==> config.mk <==
export PLATFORM = sky130hd
export DESIGN_NAME = uart_adc_report
export DESIGN_NICKNAME = d
export VERILOG_FILES = /design/src/rtl/uart_adc_pkg.sv /design/src/rtl/bin2dec_seq.sv /design/src/rtl/uart_tx.sv /design/src/rtl/uart_adc_report.sv
export SDC_FILE = /design/constraint.sdc
export NUM_CORES = 1
export LEC_CHECK = 0
export BUFFER_PORTS_ARGS = -buffer_cell sky130_fd_sc_hd__buf_2
export CORE_ASPECT_RATIO = 2
export CORE_MARGIN = 4
export CORE_UTILIZATION = 36
export DETAILED_ROUTE_END_ITERATION = 10
export MAX_ROUTING_LAYER = met4
export PLACE_DENSITY = 0.55
export SYNTH_ARGS = -nofsm -noshare
export SYNTH_HDL_FRONTEND = slang
export SYNTH_HIERARCHICAL = 1
export SYNTH_SLANG_ARGS = --single-unit
==> constraint.sdc <==
create_clock -name clk -period 3.1 [get_ports clk]
set_input_delay 0.155 -clock clk [delete_from_list [all_inputs] [get_ports clk]]
set_output_delay 0.155 -clock clk [all_outputs]
set_load 0.01 [all_outputs]
==> src/rtl/uart_adc_pkg.sv <==
`default_nettype none
// ============================================================================
// Module      : uart_adc_pkg
// Description : Shared types, ASCII codes and digit-count helpers for the
//               ADC-to-UART reporter.
// Revision    : 1.0 - initial release
// ============================================================================
package uart_adc_pkg;

  typedef enum logic [2:0] {IDLE, CONV, LOAD, SEND, WAITB, DONE} state_t;

  // Which field of the frame the byte pointer currently sits in.
  typedef enum logic [2:0] {P_PRE, P_DIG, P_COMMA, P_CR, P_LF} part_t;

  localparam logic [7:0] C_CH_A  = 8'h41;
  localparam logic [7:0] C_CH_D  = 8'h44;
  localparam logic [7:0] C_COLON = 8'h3A;
  localparam logic [7:0] C_COMMA = 8'h2C;
  localparam logic [7:0] C_CR    = 8'h0D;
  localparam logic [7:0] C_LF    = 8'h0A;
  localparam logic [7:0] C_ZERO  = 8'h30;

  // Number of decimal digits needed for the largest w-bit unsigned value.
  function automatic int dec_digits(input int w);
    longint unsigned v;
    int d;
    v = (64'd1 << w) - 64'd1;
    d = 0;
    while (v != 64'd0) begin
      v = v / 64'd10;
      d = d + 1;
    end
    return d;
  endfunction

  function automatic int hex_digits(input int w);
    return (w + 3) / 4;
  endfunction

  // Nibble to uppercase ASCII hex character.
  function automatic logic [7:0] hex_char(input logic [3:0] n);
    return (n < 4'd10) ? (C_ZERO + {4'd0, n}) : (C_CH_A + {4'd0, n} - 8'd10);
  endfunction

endpackage
`default_nettype wire

==> src/rtl/bin2dec_seq.sv <==
`default_nettype none
// ============================================================================
// Module      : bin2dec_seq
// Description : Sequential shift-add-3 (double dabble) binary to BCD
//               converter, one bit per cycle; done pulses for one cycle.
// Revision    : 1.0 - initial release
// ============================================================================
module bin2dec_seq #(
  parameter int DATA_W = 8,
  parameter int DEC_D  = 3
) (
  input  logic                 clk,
  input  logic                 rst,
  input  logic                 start,
  input  logic [DATA_W-1:0]    bin,
  output logic                 done,
  output logic [4*DEC_D-1:0]   bcd
);

  localparam int CNT_W = $clog2(DATA_W + 1);

  logic [DATA_W-1:0]  bin_q, bin_d;
  logic [4*DEC_D-1:0] bcd_q, bcd_d, adj;
  logic [CNT_W-1:0]   cnt_q, cnt_d;
  logic               done_q, done_d;

  // Add-3 correction on every digit, then shift the whole BCD:binary pair left.
  always_comb begin
    bin_d  = bin_q;
    bcd_d  = bcd_q;
    cnt_d  = cnt_q;
    done_d = 1'b0;
    adj    = bcd_q;
    for (int i = 0; i < DEC_D; i++) begin
      if (adj[4*i +: 4] >= 4'd5) adj[4*i +: 4] = adj[4*i +: 4] + 4'd3;
    end
    if (start) begin
      bin_d = bin;
      bcd_d = '0;
      cnt_d = CNT_W'(DATA_W);
    end else if (cnt_q != '0) begin
      {bcd_d, bin_d} = {adj[4*DEC_D-2:0], bin_q, 1'b0};
      cnt_d          = cnt_q - 1'b1;
      done_d         = (cnt_q == CNT_W'(1));
    end
  end

  // Converter state registers.
  always_ff @(posedge clk or posedge rst) begin
    if (rst) begin
      bin_q  <= '0;
      bcd_q  <= '0;
      cnt_q  <= '0;
      done_q <= 1'b0;
    end else begin
      bin_q  <= bin_d;
      bcd_q  <= bcd_d;
      cnt_q  <= cnt_d;
      done_q <= done_d;
    end
  end

  assign done = done_q;
  assign bcd  = bcd_q;

endmodule
`default_nettype wire

==> src/rtl/uart_tx.sv <==
`default_nettype none
// ============================================================================
// Module      : uart_tx
// Description : 8N1 UART transmitter. No reset: a byte in flight always
//               completes. The shifter holds the inverted frame so that an
//               all-zero power-up state idles the line high.
// Revision    : 1.0 - initial release
// ============================================================================
module uart_tx #(
  parameter int CLK_FRE   = 50,
  parameter int BAUD_RATE = 115200
) (
  input  logic       clk,
  input  logic       send_en,
  input  logic [7:0] send_data,
  output logic       send_busy,
  output logic       tx_pin
);

  localparam int BIT_CLKS = CLK_FRE * 1000000 / BAUD_RATE;
  localparam int BAUD_W   = (BIT_CLKS > 1) ? $clog2(BIT_CLKS) : 1;

  logic [9:0]        shift_n_q, shift_n_d;
  logic [3:0]        bits_q, bits_d;
  logic [BAUD_W-1:0] baud_q, baud_d;

  // Load {stop, data, start} on send_en when idle, shift one bit per baud period.
  always_comb begin
    shift_n_d = shift_n_q;
    bits_d    = bits_q;
    baud_d    = baud_q;
    if (bits_q == 4'd0) begin
      if (send_en) begin
        shift_n_d = ~{1'b1, send_data, 1'b0};
        bits_d    = 4'd10;
        baud_d    = '0;
      end
    end else if (baud_q == BAUD_W'(BIT_CLKS - 1)) begin
      baud_d    = '0;
      shift_n_d = {1'b0, shift_n_q[9:1]};
      bits_d    = bits_q - 4'd1;
    end else begin
      baud_d = baud_q + 1'b1;
    end
  end

  // Transmitter registers, deliberately without reset.
  always_ff @(posedge clk) begin
    shift_n_q <= shift_n_d;
    bits_q    <= bits_d;
    baud_q    <= baud_d;
  end

  assign send_busy = (bits_q != 4'd0);
  assign tx_pin    = ~shift_n_q[0];

endmodule
`default_nettype wire

==> src/rtl/uart_adc_report.sv <==
`default_nettype none
// ============================================================================
// Module      : uart_adc_report
// Description : Snapshots N_CH ADC words and reports them over UART as
//               "AD:<v0>,<v1>,...\r\n" in zero-padded decimal or hex.
// Revision    : 1.0 - initial release
// ============================================================================
module uart_adc_report #(
  parameter int CLK_FRE   = 50,
  parameter int UART_RATE = 115200,
  parameter int SEND_FRE  = 2,
  parameter int N_CH      = 4,
  parameter int DATA_W    = 8
) (
  input  logic                   clk,
  input  logic                   rst,
  input  logic [N_CH*DATA_W-1:0] adc_data,
  input  logic                   mode,
  input  logic                   hex_mode,
  input  logic                   trig,
  output logic                   busy,
  output logic                   frame_done,
  output logic                   overrun,
  output logic                   uart_tx
);

  import uart_adc_pkg::*;

  localparam int DEC_D  = dec_digits(DATA_W);
  localparam int HEX_D  = hex_digits(DATA_W);
  localparam int HEXW   = 4 * HEX_D;
  localparam int PERIOD = CLK_FRE * 1000000 / SEND_FRE;
  localparam int PER_W  = (PERIOD > 1) ? $clog2(PERIOD) : 1;
  localparam int CH_W   = (N_CH > 1) ? $clog2(N_CH) : 1;
  localparam int DIG_W  = (DEC_D > 1) ? $clog2(DEC_D) : 1;

  state_t                 state_q, state_d;
  part_t                  part_q, part_d;
  logic [PER_W-1:0]       per_q, per_d;
  logic [N_CH*DATA_W-1:0] snap_q, snap_d;
  logic                   hex_q, hex_d, busy_q, busy_d, ovr_q, ovr_d;
  logic                   conv_q, conv_d, seen_q, seen_d;
  logic [CH_W-1:0]        ch_q, ch_d;
  logic [DIG_W-1:0]       dig_q, dig_d, last_dig;
  logic [1:0]             pre_q, pre_d;
  logic [7:0]             digit_q [DEC_D];
  logic [7:0]             digit_d [DEC_D];
  logic [7:0]             send_data_q, send_data_d;
  logic                   tick, start_ev, b2d_start, b2d_done, send_en, send_busy;
  logic [DATA_W-1:0]      ch_val;
  logic [HEXW-1:0]        hex_val;
  logic [4*DEC_D-1:0]     bcd;

  assign tick     = (per_q == PER_W'(PERIOD - 1));
  assign start_ev = mode ? trig : tick;
  assign ch_val   = snap_q[ch_q*DATA_W +: DATA_W];
  assign hex_val  = HEXW'(ch_val);
  assign last_dig = hex_q ? DIG_W'(HEX_D - 1) : DIG_W'(DEC_D - 1);

  // Free-running period counter; its wrap is the periodic start tick.
  always_comb begin
    per_d = tick ? '0 : per_q + 1'b1;
  end

  // Frame sequencer: convert a channel, then load/send/await each byte.
  always_comb begin
    state_d     = state_q;
    part_d      = part_q;
    snap_d      = snap_q;
    hex_d       = hex_q;
    busy_d      = busy_q;
    ovr_d       = ovr_q;
    conv_d      = conv_q;
    seen_d      = seen_q;
    ch_d        = ch_q;
    dig_d       = dig_q;
    pre_d       = pre_q;
    digit_d     = digit_q;
    send_data_d = send_data_q;
    send_en     = 1'b0;
    b2d_start   = 1'b0;
    frame_done  = 1'b0;
    if (start_ev && state_q != IDLE) ovr_d = 1'b1;
    case (state_q)
      IDLE: if (start_ev) begin
        snap_d  = adc_data;
        hex_d   = hex_mode;
        busy_d  = 1'b1;
        ch_d    = '0;
        pre_d   = 2'd0;
        part_d  = P_PRE;
        conv_d  = 1'b0;
        state_d = CONV;
      end
      CONV: begin
        if (hex_q) begin
          for (int i = 0; i < HEX_D; i++) digit_d[i] = hex_char(hex_val[4*(HEX_D-1-i) +: 4]);
          state_d = LOAD;
        end else if (!conv_q) begin
          b2d_start = 1'b1;
          conv_d    = 1'b1;
        end else if (b2d_done) begin
          for (int i = 0; i < DEC_D; i++) digit_d[i] = C_ZERO + {4'd0, bcd[4*(DEC_D-1-i) +: 4]};
          conv_d  = 1'b0;
          state_d = LOAD;
        end
      end
      LOAD: begin
        case (part_q)
          P_PRE:   send_data_d = (pre_q == 2'd0) ? C_CH_A : ((pre_q == 2'd1) ? C_CH_D : C_COLON);
          P_DIG:   send_data_d = digit_q[dig_q];
          P_COMMA: send_data_d = C_COMMA;
          P_CR:    send_data_d = C_CR;
          default: send_data_d = C_LF;
        endcase
        state_d = SEND;
      end
      SEND: if (!send_busy) begin
        send_en = 1'b1;
        seen_d  = 1'b0;
        state_d = WAITB;
      end
      WAITB: begin
        if (!seen_q) begin
          if (send_busy) seen_d = 1'b1;
        end else if (!send_busy) begin
          state_d = LOAD;
          case (part_q)
            P_PRE: begin
              if (pre_q == 2'd2) begin
                part_d = P_DIG;
                dig_d  = '0;
              end else begin
                pre_d = pre_q + 2'd1;
              end
            end
            P_DIG: begin
              if (dig_q == last_dig) part_d = (ch_q == CH_W'(N_CH - 1)) ? P_CR : P_COMMA;
              else                   dig_d  = dig_q + 1'b1;
            end
            P_COMMA: begin
              ch_d    = ch_q + 1'b1;
              dig_d   = '0;
              part_d  = P_DIG;
              state_d = CONV;
            end
            P_CR:    part_d  = P_LF;
            default: state_d = DONE;
          endcase
        end
      end
      DONE: begin
        frame_done = 1'b1;
        busy_d     = 1'b0;
        state_d    = IDLE;
      end
      default: state_d = IDLE;
    endcase
  end

  // State registers; reset abandons any frame in progress.
  always_ff @(posedge clk or posedge rst) begin
    if (rst) begin
      state_q     <= IDLE;
      part_q      <= P_PRE;
      per_q       <= '0;
      snap_q      <= '0;
      hex_q       <= 1'b0;
      busy_q      <= 1'b0;
      ovr_q       <= 1'b0;
      conv_q      <= 1'b0;
      seen_q      <= 1'b0;
      ch_q        <= '0;
      dig_q       <= '0;
      pre_q       <= 2'd0;
      digit_q     <= '{default: C_ZERO};
      send_data_q <= 8'd0;
    end else begin
      state_q     <= state_d;
      part_q      <= part_d;
      per_q       <= per_d;
      snap_q      <= snap_d;
      hex_q       <= hex_d;
      busy_q      <= busy_d;
      ovr_q       <= ovr_d;
      conv_q      <= conv_d;
      seen_q      <= seen_d;
      ch_q        <= ch_d;
      dig_q       <= dig_d;
      pre_q       <= pre_d;
      digit_q     <= digit_d;
      send_data_q <= send_data_d;
    end
  end

  assign busy    = busy_q;
  assign overrun = ovr_q;

  bin2dec_seq #(.DATA_W(DATA_W), .DEC_D(DEC_D)) u_b2d (
    .clk   (clk),
    .rst   (rst),
    .start (b2d_start),
    .bin   (ch_val),
    .done  (b2d_done),
    .bcd   (bcd)
  );

  uart_tx #(.CLK_FRE(CLK_FRE), .BAUD_RATE(UART_RATE)) u_tx (
    .clk       (clk),
    .send_en   (send_en),
    .send_data (send_data_q),
    .send_busy (send_busy),
    .tx_pin    (uart_tx)
  );

endmodule
`default_nettype wire

=== After elaboration in Yosys (flattened, before gate mapping) ===
Index checks and enable logic that the tools add are counted.

* Output and inout bits: 4
* Bits of input ports: 37
* Logic and storage cells: 196
* Register bits: 154

* Bitwise gates (word level): 5
* Shift operators: 1
* Magnitude comparators: 6
* Mux-type cells: 81
* $add $sub $neg: 19
* Equal/unequal tests: 31
* Reductions and logical operators: 30

{| class="wikitable"
|+ Operators by type and width
! cell !! count
|-
| 2-to-1 mux 24 bit || 2
|-
| 2-to-1 mux 8 bit || 6
|-
| 2-to-1 mux 3 bit || 13
|-
| adder 6 x 4 -> 7 bit (first input constant) || 5
|-
| case mux 8 bit (4 select lines) || 1
|-
| variable part select 32 x 6 -> 8 bit || 1
|-
| 2-to-1 mux 10 bit || 3
|-
| 2-to-1 mux 4 bit || 7
|-
| 2-to-1 mux 9 bit || 3
|-
| adder 25 x 1 -> 25 bit (second input constant) || 1
|-
| equality test 25 bit (second input constant) || 1
|-
| 2-to-1 mux 25 bit || 1
|-
| 2-to-1 mux 12 bit || 2
|-
| 2-to-1 mux 2 bit || 11
|-
| 2-to-1 mux 1 bit || 18
|-
| != test 2 bit (second input constant) || 9
|-
| AND reduction 6 bit || 3
|-
| adder 7 x 4 -> 8 bit (first input constant) || 2
|-
| binary-select mux 8 bit (select 2 bit) || 1
|-
| 2-to-1 mux 16 bit || 1
|-
| nonzero test 2 bit || 8
|-
| subtractor 8 x 4 -> 8 bit (second input constant) || 2
|-
| case mux 3 bit (5 select lines) || 1
|-
| 2-to-1 mux 7 bit || 2
|-
| 40 further kinds || 69
|}

=== Longest topological paths before layout ===
* Word-level depth: 7
* Gate-level depth with buffers: 10
* Depth with buffers taken out: 9

=== Modules after synthesis ===
Netlist, hierarchy kept.

{| class="wikitable"
|+ By module, submodules not included
! module !! instances !! cells an instance !! area each (um2) !! seq. area each (um2)
|-
| uart_adc_report || 1 || 463 || 5131.2 || 2507.4
|-
| bin2dec_seq || 1 || 155 || 1470.2 || 625.6
|-
| uart_tx || 1 || 93 || 1112.3 || 660.6
|}

=== Worst setup path after synthesis ===
No wires, ideal clock.

* Kind: flip-flop to flip-flop
* From: register u_tx.baud_q[3]
* To: register u_tx.bits_q[0], enable pin
* Period minus slack after synthesis: 2.770 ns
* Cell stages (with the launch flop): 3
* Arrival: 2.349 ns
* Path buffers: 0
* Data required time: 2.679 ns
* Library setup time: 0.421 ns
* Path slack: 0.330 ns
* Cells stage by stage: edfxtp_1 -> or3_1 -> o41ai_1

* Word-level cells in the longest chain between the ends: 3

{| class="wikitable"
|+ RTL lines
! what !! line !! text
|-
| start, declared || uart_tx.sv:25 || <nowiki>logic [BAUD_W-1:0] baud_q, baud_d;</nowiki>
|-
| start signal, assigned || uart_tx.sv:51 || <nowiki>baud_q <= baud_d;</nowiki>
|-
| equality test 9 bit || uart_tx.sv:38 || <nowiki>end else if (baud_q == BAUD_W'(BIT_CLKS - 1)) begin</nowiki>
|-
| nonzero test 2 bit (no line) || -- ||
|-
| AND reduction 2 bit (no line) || -- ||
|-
| end signal, assigned || uart_tx.sv:50 || <nowiki>bits_q <= bits_d;</nowiki>
|-
| end, declared || uart_tx.sv:24 || <nowiki>logic [3:0] bits_q, bits_d;</nowiki>
|}

Every way passes these cells.
A chain may end at the register's enable or synchronous reset.

=== Final worst setup path ===
* From: register u_tx.bits_q[0]
* To: register pre_q[1]

* Word-level cells in the longest chain between the ends: 3

{| class="wikitable"
|+ RTL lines
! what !! line !! text
|-
| nonzero test 4 bit || uart_tx.sv:54 || <nowiki>assign send_busy = (bits_q != 4'd0);</nowiki>
|-
| named net send_busy || uart_adc_report.sv:49 || <nowiki>logic tick, start_ev, b2d_start, b2d_done, send_en, send_busy;</nowiki>
|-
| != test 2 bit (no line) || -- ||
|-
| AND reduction 6 bit (no line) || -- ||
|-
| end signal, assigned || uart_adc_report.sv:190 || <nowiki>pre_q <= pre_d;</nowiki>
|-
| end, declared || uart_adc_report.sv:45 || <nowiki>logic [1:0] pre_q, pre_d;</nowiki>
|}

The timed path passes the listed nets, and every way through them passes these cells.

==> out/results.txt <==
Crit path DAT: 2.98 ns
Insertion delay of the later-clocked pin in the worst-skew pair: 0.43 ns
Cell area after synthesis: 7710 um2
Biggest fanout along the worst timing path: 10
Die area: 24000 um2
Number of nets still failing antenna checks after routing: 0
Static leakage: 4.04 nW
Post-CTS Setup Repair Bufs: 0
CTS Root Buffer Type: sky130_fd_sc_hd__clkbuf_16
Max frequency: 372 MHz
Worst reg2reg startpoint: u_tx/bits_q[0]$_SDFFCE_PN0P_
Average cell area after synthesis: 10.8 um2
Boundary pin count: 41
Fill count: 2030
Share of cell area taken by muxes after synthesis: 0.111
Worst Setup Start Kind: register
Final period demand of the worst path: 2.69 ns
Dominant combinational cell family by area after synthesis: simple AND/OR/NAND/NOR gates
Violation count after the first detailed-routing iteration: 278
Area of the core: 21000 um2
GRT Residual Overflow: 0
Post-detailed-placement half-perimeter wirelength: 13100 um
Reg-to-reg setup timing slack: 0.41 ns
Gpl congestion: 0.845
Max IR drop VDD: 0.374 mV
Worst Setup End Kind: register
Antenna violations before repair: 0
Required time of the critical path: 3.39 ns
Worst reg2reg path depth: 9
Slew headroom: 0.340
Instance count of the mapped netlist: 711
Nets in the synthesized netlist: 769
# placed instances: 997
Arithmetic-cell share of the synthesized area counting full adders, half adders and majority gates: 0.0341
Hold-fix buffers, CTS: 34
Critical path class: reg -> reg
Die width: 112 um
Area overhead of the layout relative to synthesis: 18.3%
Starting density of the core: 0.367
Number of sinks handled by clock tree synthesis: 147
Final-report setup violation count: 0
Worst Setup SP: u_tx/bits_q[0]$_SDFFCE_PN0P_
Overall global routing resource usage: 0.160
# resized after CTS: 0
Routed wire length: 18000 um
Final worst-path cycle share: 0.868
Routed wire length per instance: 16.9 um
Final antenna diode count: 0
Share of synthesized cell area in and, or, nand and nor gates: 0.159
End of the worst register-to-register path: pre_q[1]$_DFFE_PP0P_
Number of distinct library cells after synthesis: 74
DRC violation count after routing: 0
Wire length of the first global-routing pass: 30000 um
H-Tree Depth: 4
Part of the Yosys area used for sequential elements: 0.492
Maximum root-to-sink buffer count: 2
Final net count: 839
Final setup TNS: 0 ns
Hold/Removal Path Class: in -> reg
Measured slew at the worst slew-check pin: 0.988 ns
Cell taking the most area after synthesis: sky130_fd_sc_hd__dfrtp_1
Clock slew seen by the registers of the worst setup and hold paths: 0.06 ns
Count of final hold-check violations: 0
# rows: 75
Leading cell types in the layout, fill and taps excluded: 121 x sky130_fd_sc_hd__dfrtp_1, 58 x sky130_fd_sc_hd__nand2_1, 57 x sky130_fd_sc_hd__nor2_1
Clock tree from TritonCTS: yes
Total power divided by cell area: 456 nW/um2
Ratio of cells with drive above 1 in the final layout: 0.189
Most common cell after layout, fill and taps aside: sky130_fd_sc_hd__dfrtp_1
CP Capture Point: pre_q[1]$_DFFE_PP0P_
Result of the run: completed
Yosys top cell area share: 0.393
Overall die height: 215 um
Pre-Repair DR Iteration Count: 6
Layout Cells excl Fill: 1063
Vias after detailed routing: 5596
Prevailing post-synth register cell: sky130_fd_sc_hd__dfrtp_1
Max cap viols: 0
Post-synth EDFFs: 22
Number of buffers added by the clock tree synthesis step: 17
Number of buffers inserted by port buffering: 40
Number of vias per cell after detailed routing: 5.26
Via count of the first global-routing pass: 6073
Share of synthesized flip-flops with an asynchronous set or reset: 0.850
Cell types with the largest area share after synthesis: sky130_fd_sc_hd__dfrtp_1 39%, sky130_fd_sc_hd__edfxtp_1 8.6%, sky130_fd_sc_hd__mux2_4 5.6%
Largest net degree at the start of global routing: 52
Complex-gate fraction of the synthesized area: 0.128
Warnings, synthesis: 6
Final-report max-slew violation count: 0
Final setup skew: 0.0106 ns
Register bit count reported by yosys: 147
Parity-gate share of the synthesized area counting xor and xnor cells: 0.0329
Unrepaired setup endpoints after global routing: no
## per-layer routing
layer / track usage / share of wire / routed length [um]
met1: 0.157 / 0.37 / 6590
met2: 0.305 / 0.59 / 10500
met3: 0.0276 / 0.019 / 346
met4: 0.0678 / 0.029 / 519
met5: - / 0 / 0
## cell families (layout without fill, tap and decap cells)
group | after synthesis | in the layout
fa+ha+maj | 21 | 21
mux | 60 | 60
buf+inv | 71 | 154
flops | 147 | 147
compound gates | 144 | 144
xor+xnor | 29 | 29
simple gates | 239 | 239
## where the power goes
group / switching (mW) / total (mW) / leakage, nW / internal [mW]
sequential: 0.00000000983 / 1.95 / 1.89 / 1.95
clock: 0.811 / 2.10 / 0.300 / 1.29
combinational: 0.0522 / 0.102 / 1.85 / 0.0498
## cell type report
type / instances / area, um2 / share of cell area
Sequential cell: 147 / 3790 / 0.416
Multi-Input combinational cell: 493 / 3610 / 0.395
Timing Repair Buffer: 82 / 613 / 0.0672
Clock buffer: 24 / 534 / 0.0586
Tap cell: 269 / 337 / 0.0369
Inverter: 40 / 153 / 0.0167
Clock inverter: 8 / 85.1 / 0.00933
## registers in the layout, summed over array words and instances, names as in the netlist, 2 cells and up
register	count
part_q	3
per_q	25
u_tx/bits_q	4
pre_q	2
state_q	3
dig_q	2
u_tx/baud_q	9
snap_q	32
send_data_q	8
u_b2d/cnt_q	4
u_b2d/bin_q	8
u_b2d/bcd	12
digit_q	18
u_tx/shift_n_q	9
ch_q	2
## critical path, stage by stage, from the launching register on
cell and delay (ns):
sky130_fd_sc_hd__edfxtp_1 0.41, sky130_fd_sc_hd__inv_1 0.12, sky130_fd_sc_hd__ha_1 0.18, sky130_fd_sc_hd__nor3b_4 0.46, sky130_fd_sc_hd__inv_2 0.08, sky130_fd_sc_hd__nand2b_1 0.18
sky130_fd_sc_hd__or4b_2 0.68, sky130_fd_sc_hd__a21o_1 0.22, sky130_fd_sc_hd__a22oi_1 0.13, sky130_fd_sc_hd__o31ai_1 0.09
## worst min path at each step
stage / slack [ns] / to / start / cells past startpoint
after global placement: 0.32 / per_q[2]$_DFF_PP0_ / rst / 2
after CTS: 0.13 / pre_q[1]$_DFFE_PP0P_ / trig / 4
final: 0.15 / pre_q[0]$_DFFE_PP0P_ / trig / 4
after floorplan: 0.18 / u_b2d/bcd[0]$_DFFE_PP0P_ / rst / 1
after global routing: 0.17 / pre_q[1]$_DFFE_PP0P_ / trig / 4
after detailed placement: 0.32 / per_q[3]$_DFF_PP0_ / rst / 2
## cells in the mapped netlist, types with 6 or more instances
library cell,count
sky130_fd_sc_hd__nand4_1,7
sky130_fd_sc_hd__o21ai_0,41
sky130_fd_sc_hd__buf_6,6
sky130_fd_sc_hd__mux2_4,29
sky130_fd_sc_hd__nor2_1,58
sky130_fd_sc_hd__nand2b_1,7
sky130_fd_sc_hd__o2111ai_1,6
sky130_fd_sc_hd__mux2i_1,13
sky130_fd_sc_hd__nor4_1,7
sky130_fd_sc_hd__ha_1,21
sky130_fd_sc_hd__clkbuf_1,20
sky130_fd_sc_hd__nor3_1,15
sky130_fd_sc_hd__dfrtp_1,121
sky130_fd_sc_hd__inv_1,39
sky130_fd_sc_hd__mux4_2,8
sky130_fd_sc_hd__nand3_1,22
sky130_fd_sc_hd__nor2b_1,14
sky130_fd_sc_hd__mux2_2,10
sky130_fd_sc_hd__or3_1,16
sky130_fd_sc_hd__nand2_1,58
sky130_fd_sc_hd__o21ai_1,7
sky130_fd_sc_hd__xor2_1,12
sky130_fd_sc_hd__nor3b_1,6
sky130_fd_sc_hd__o31ai_1,6
sky130_fd_sc_hd__o211ai_1,7
sky130_fd_sc_hd__a22oi_1,6
sky130_fd_sc_hd__a21oi_1,21
sky130_fd_sc_hd__xnor2_1,17
sky130_fd_sc_hd__edfxtp_1,22
## metrics by stage
step                      total power [mW]   util  worst slack [ns]  instance area [um2]  hold WS [ns]
final                                 4.16  0.434             0.410                 9120         0.152
after global placement                2.06  0.388             0.493                 8160         0.318
after CTS                             4.22  0.434             0.402                 9120         0.129
after floorplan                       2.02      -             0.330                 7710         0.182
after detailed placement              2.06  0.388             0.416                 8160         0.322
after global routing                  4.29  0.434             0.209                 9120         0.170
Power figures use the tool's default switching activity.
